**src/rtl/pc_sequencer.sv**
```systemverilog
// Fetch-address sequencer: sequential advance, branch/jump redirect, hazard stalls.
// Define PC_SEQ_EXC_EN to build the exception path (exc_req, epc_out, EXC state).
module pc_sequencer #(
    parameter logic [31:0] RESET_PC     = 32'h0000_0000,
    parameter int unsigned STALL_CYCLES = 2,
    parameter logic [31:0] EXC_VECTOR   = 32'h8000_0180
) (
    input  logic        clk,
    input  logic        reset_n,
    input  logic        stall_req,
    input  logic        branch_taken,
    input  logic [31:0] branch_target,
    input  logic        jump_req,
    input  logic [31:0] jump_target,
    input  logic        exc_req,
    output logic [31:0] pc_out,
    output logic [31:0] epc_out,
    output logic        if_id_flush,
    output logic        id_ex_flush,
    output logic        stalled
);

`ifdef PC_SEQ_EXC_EN
    typedef enum logic [1:0] {RUN = 2'd0, STALL = 2'd1, EXC = 2'd2} state_t;
`else
    typedef enum logic [1:0] {RUN = 2'd0, STALL = 2'd1} state_t;
`endif

    localparam logic [3:0] STALL_RELOAD = 4'(STALL_CYCLES - 1);

    state_t      state_q, state_d;
    logic [31:0] pc_q, pc_d;
    logic [3:0]  cnt_q, cnt_d;
    logic        flush_ifid, flush_idex;
    logic        take_exc, take_br, take_jmp;
    logic [31:0] seq_pc;

`ifdef PC_SEQ_EXC_EN
    logic [31:0] epc_q, epc_d;
    assign take_exc = exc_req;
    assign take_br  = branch_taken && (state_q != EXC);
`else
    logic unused_exc;
    assign unused_exc = exc_req;
    assign take_exc   = 1'b0;
    assign take_br    = branch_taken;
`endif
    // Jumps are dropped while stalled; the decoder re-presents them afterwards.
    assign take_jmp = jump_req && (state_q == RUN);
    assign seq_pc   = pc_q + 32'd4;

    always_comb begin
        state_d    = state_q;
        pc_d       = pc_q;
        cnt_d      = cnt_q;
`ifdef PC_SEQ_EXC_EN
        epc_d      = epc_q;
`endif
        flush_ifid = 1'b0;
        flush_idex = (state_q == STALL);
        if (take_exc) begin
`ifdef PC_SEQ_EXC_EN
            epc_d      = pc_q;
            pc_d       = EXC_VECTOR;
            cnt_d      = 4'd0;
            state_d    = EXC;
            flush_ifid = 1'b1;
            flush_idex = 1'b1;
`endif
        end else if (take_br) begin
            pc_d       = {branch_target[31:2], 2'b00};
            cnt_d      = 4'd0;
            state_d    = RUN;
            flush_ifid = 1'b1;
            flush_idex = 1'b1;
        end else if (take_jmp) begin
            pc_d       = {jump_target[31:2], 2'b00};
            flush_ifid = 1'b1;
        end else begin
            case (state_q)
                RUN: begin
                    if (stall_req) begin
                        cnt_d   = STALL_RELOAD;
                        state_d = STALL;
                    end else begin
                        pc_d = seq_pc;
                    end
                end
                STALL: begin
                    // A new request restarts the count rather than adding to it.
                    if (stall_req) begin
                        cnt_d = STALL_RELOAD;
                    end else if (cnt_q == 4'd0) begin
                        pc_d    = seq_pc;
                        state_d = RUN;
                    end else begin
                        cnt_d = cnt_q - 4'd1;
                    end
                end
`ifdef PC_SEQ_EXC_EN
                EXC: begin
                    flush_ifid = 1'b1;
                    flush_idex = 1'b1;
                    pc_d       = seq_pc;
                    state_d    = RUN;
                end
`endif
                default: state_d = RUN;
            endcase
        end
    end

    always_ff @(posedge clk) begin
        if (!reset_n) begin
            state_q <= RUN;
            pc_q    <= RESET_PC;
            cnt_q   <= 4'd0;
        end else begin
            state_q <= state_d;
            pc_q    <= pc_d;
            cnt_q   <= cnt_d;
        end
    end

`ifdef PC_SEQ_EXC_EN
    always_ff @(posedge clk) begin
        if (!reset_n) epc_q <= 32'd0;
        else          epc_q <= epc_d;
    end
    assign epc_out = epc_q;
`else
    assign epc_out = 32'd0;
`endif

    assign pc_out      = pc_q;
    assign if_id_flush = !reset_n || flush_ifid;
    assign id_ex_flush = !reset_n || flush_idex;
    assign stalled     = reset_n && (state_q == STALL);

endmodule

```
**config.mk**
```make
export PLATFORM = sky130hd
export DESIGN_NAME = pc_sequencer
export DESIGN_NICKNAME = d
export VERILOG_FILES = /design/src/rtl/pc_sequencer.sv
export SDC_FILE = /design/constraint.sdc
export NUM_CORES = 1
export LEC_CHECK = 0
export BUFFER_PORTS_ARGS = -buffer_cell sky130_fd_sc_hd__buf_2
export CAP_MARGIN = 5
export CORE_UTILIZATION = 35
export DETAILED_ROUTE_END_ITERATION = 16
export PLACE_DENSITY = 0.65
export SETUP_SLACK_MARGIN = 0.3
export SLEW_MARGIN = 40
export SYNTH_ARGS = -nofsm -noshare
export SYNTH_HDL_FRONTEND = slang
export SYNTH_SLANG_ARGS = --single-unit
```
**constraint.sdc**
```tcl
create_clock -name clk -period 2.89 [get_ports clk]
set_input_delay 0 -clock clk [delete_from_list [all_inputs] [get_ports clk]]
set_output_delay 0 -clock clk [all_outputs]
set_load 0.01 [all_outputs]
```
==> metrics.md <==
| Metric | Value |
|---|---|
| Crit end category | register |
| Non-Filler Instances | 593 |
| Actual slew at the worst max-slew pin | 705 ps |
| Die area | 8250 µm² |
| Max VDD drop | 0.183 mV |
| Largest stage delay, worst path | 650 ps |
| Clock transition at path regs | 80 ps |
| Netlist cell types | 57 |
| Final setup TNS | 0 ps |
| Total core area | 7690 µm² |
| Drt initial violations | 191 |
| Clk sinks | 35 |
| RSZ-0062 raised after global routing | false |
| CTS buffer count | 5 |
| Area delta synth->final | 27.7% |
| Layout cell share with drive strength beyond 1 | 26.9% |
| Starting Density | 35.9% |
| CP top delay family | simple AND/OR/NAND/NOR gates |
| Cells after synthesis | 383 |
| P_int | 0.963 mW |
| Layout Nets | 564 |
| DRC Markers | 0 |
| Critical path cell sequence | ha_1 -> nand4_1 -> or4_2 -> nor4_1 -> mux2i_1 -> a21o_1 |
| Slew Limit Headroom | 52.9% |
| Sw Ratio | 32.9% |
| Worst skew pair latency | 300 ps |
| Setup Fix Bufs, Post-CTS | 0 |
| Resized Gates After CTS | 0 |
| Detail Route Antenna Nets | 0 |
| Gate power share | 25.4% |
| Seq/Total Area, Yosys | 25.4% |
| Synth warnings | 0 |
| Wire per inst | 15.2 µm |
| # rows | 32 |
| Setup crit start kind | register |
| Fraction of registers with async set/reset | 0% |
| Peak Freq | 0.427 GHz |
| CTS tree | built |
| Vias per cell | 5.35 |
| Max Transition Viols Final | 0 |
| Register area | 701 µm² |
| Port Buffers | 97 |
| Maxcap violations | 0 |
| Setup CP Type | reg2reg |
| Via count | 3172 |
| Congestion Overflow GR | 0 |
| Tmin final | 2340 ps |
| Fillers | 803 |
| Root Driver | clkbuf_8 |
| Netlist Area Pre-Place | 2760 µm² |
| Worst Path Arrival | 2540 ps |
| DRT Wirelength | 9040 µm |
| Reg power frac | 40.8% |
| NetSw | 0.472 mW |
| Hold Buf Count CTS | 15 |
| Worst Hold Class | in2reg |
| Final core occ | 45.9% |
| Outcome | finished, final reports clean |
| Die Ht | 90.8 µm |
| Final setup viols | 0 |
| Leakage | 1.52 nW |
| Final-report hold violation count | 0 |
| Gpl congestion | 0.844 |
| Data required, critical path | 3090 ps |
| Slowest stage cell, crit path | or4_2 |
| Post-DP HPWL | 6390 µm |
| Initial antenna violation count | 0 |
| Seq cells post-synth | 35 |
| DP Cell Count | 570 |
| Skew final | 11.4 ps |
| Multi-input logic area | 1810 µm² |
| Largest net degree at the start of global routing | 32 |
| Period utilization | 81.0% |
| Max Fanout on Critical Path | 8 |
| Clk buf depth | 2 |
| I/O pin cnt | 137 |
| Count of flip-flops with a built-in enable after synthesis | 0 |
| Clock power share | 33.8% |
| Chip width | 90.8 µm |
| Total track usage | 21.5% |
| PD cells | 407 nW/µm² |
| WP buf/inv | 0 |
| Primary FF master, synth | dfxtp_1 |
| Drt pass-1 iters | 4 |
| First-pass GRT wire length | 14300 µm |
| H-tree depth | 2 |
| Vias in the first global route | 2894 |
| Antenna diode count | 0 |
| Syn avg cell area | 7.21 µm² |
## sequential cells by signal, summed over array words and instances (netlist names)
| register | flops |
|---|---|
| state_q | 1 |
| pc_out | 30 |
| cnt_q | 4 |
## worst min-delay path, cell delays in order
cell and delay (ps):
buf_2 70, a21oi_1 60, o32ai_1 120
## cells in the mapped netlist, types with 4 or more instances
cell type  count  area [µm²]
nand4_1        6        37.5
nor2_1        35         131
a31oi_1        4        25.0
clkbuf_1      22        82.6
ha_1           4        50.1
a221oi_1       4        35.0
nor4_1         9        56.3
and3_1         4        25.0
o21ai_0       28         140
o22ai_1        6        37.5
inv_1         11        41.3
nand2_1       30         113
nor3_1        15        75.1
xor2_1         5        43.8
o32ai_1        4        35.0
dfxtp_1       35         701
nand3_1       21         105
a21oi_1       35         175
buf_4         34         255
a211oi_1       6        45.0
## cell families after synthesis
group                      after synthesis  share of synthesized area (%)
adders and majority gates                4                           1.81
DFF                                     35                           25.4
buffers and inverters                   69                           14.0
and+or+nand+nor                        140                           25.9
AOI/OAI and AO/OA                      121                           28.2
xor gates and xnor gates                 8                           2.54
muxes                                    5                           1.95
other                                    1                          0.136
## cell usage in the layout, fill, tap and decap left out, types with 9 or more instances in the layout
cell type	netlist	layout
a21oi_1	35	35
o21ai_0	28	28
buf_4	34	13
nor4_1	9	9
dfxtp_1	35	35
nand3_1	21	21
inv_1	11	11
buf_2	1	97
conb_1	1	34
nor3_1	15	15
nand2_1	30	30
nor2_1	35	35
dlygate4sd3_1	0	15
## final timing paths
path | start | end | slack, ps | depth (start not counted)
worst max-delay path | pc_out[2] | pc_out[28] | 550 | 6
worst min-delay path | branch_target[19] | pc_out[19] | 5 | 3
worst max register to register | pc_out[2] | pc_out[28] | 550 | 6
worst min register to register | cnt_q[2] | cnt_q[2] | 530 | 2
## routing by layer
layer	GRT usage (%)	part of all wire, %	vias to the layer above
li1	-	-	1555
met5	0	0	-
met3	4.21	7.2	17
met4	8.07	1.8	0
met2	34.2	47	140
met1	28.5	44	1460
## area by class of cell
cell class,instances,share of cell area [%]
Multi-Input combinational cell,312,51.2
Timing Repair Buffer,125,20.8
Sequential cell,35,19.9
Tap cell,102,3.62
Clock buffer,6,2.34
Inverter,11,1.17
Clock inverter,2,0.994
## per-stage QoR
step	instance area (µm²)	setup slack, ps	power, mW	hold WS [ps]
2_1_floorplan	2890	642	0.829	139
3_3_place_gp	3260	607	0.934	235
3_5_place_dp	3260	593	0.940	242
4_1_cts	3530	553	1.43	1.67
5_1_grt	3530	407	1.50	5.83
6_report	3530	550	1.43	4.86
## power groups by stage
stage               Sequential (mW)  Clock, mW  Combinational, mW
floorplan                     0.599          0              0.230
global placement              0.592          0              0.343
detailed placement            0.595          0              0.345
CTS                           0.583      0.488              0.363
global route                  0.594      0.507              0.402
finish                        0.585      0.485              0.364
Power figures use the tool's default switching activity.
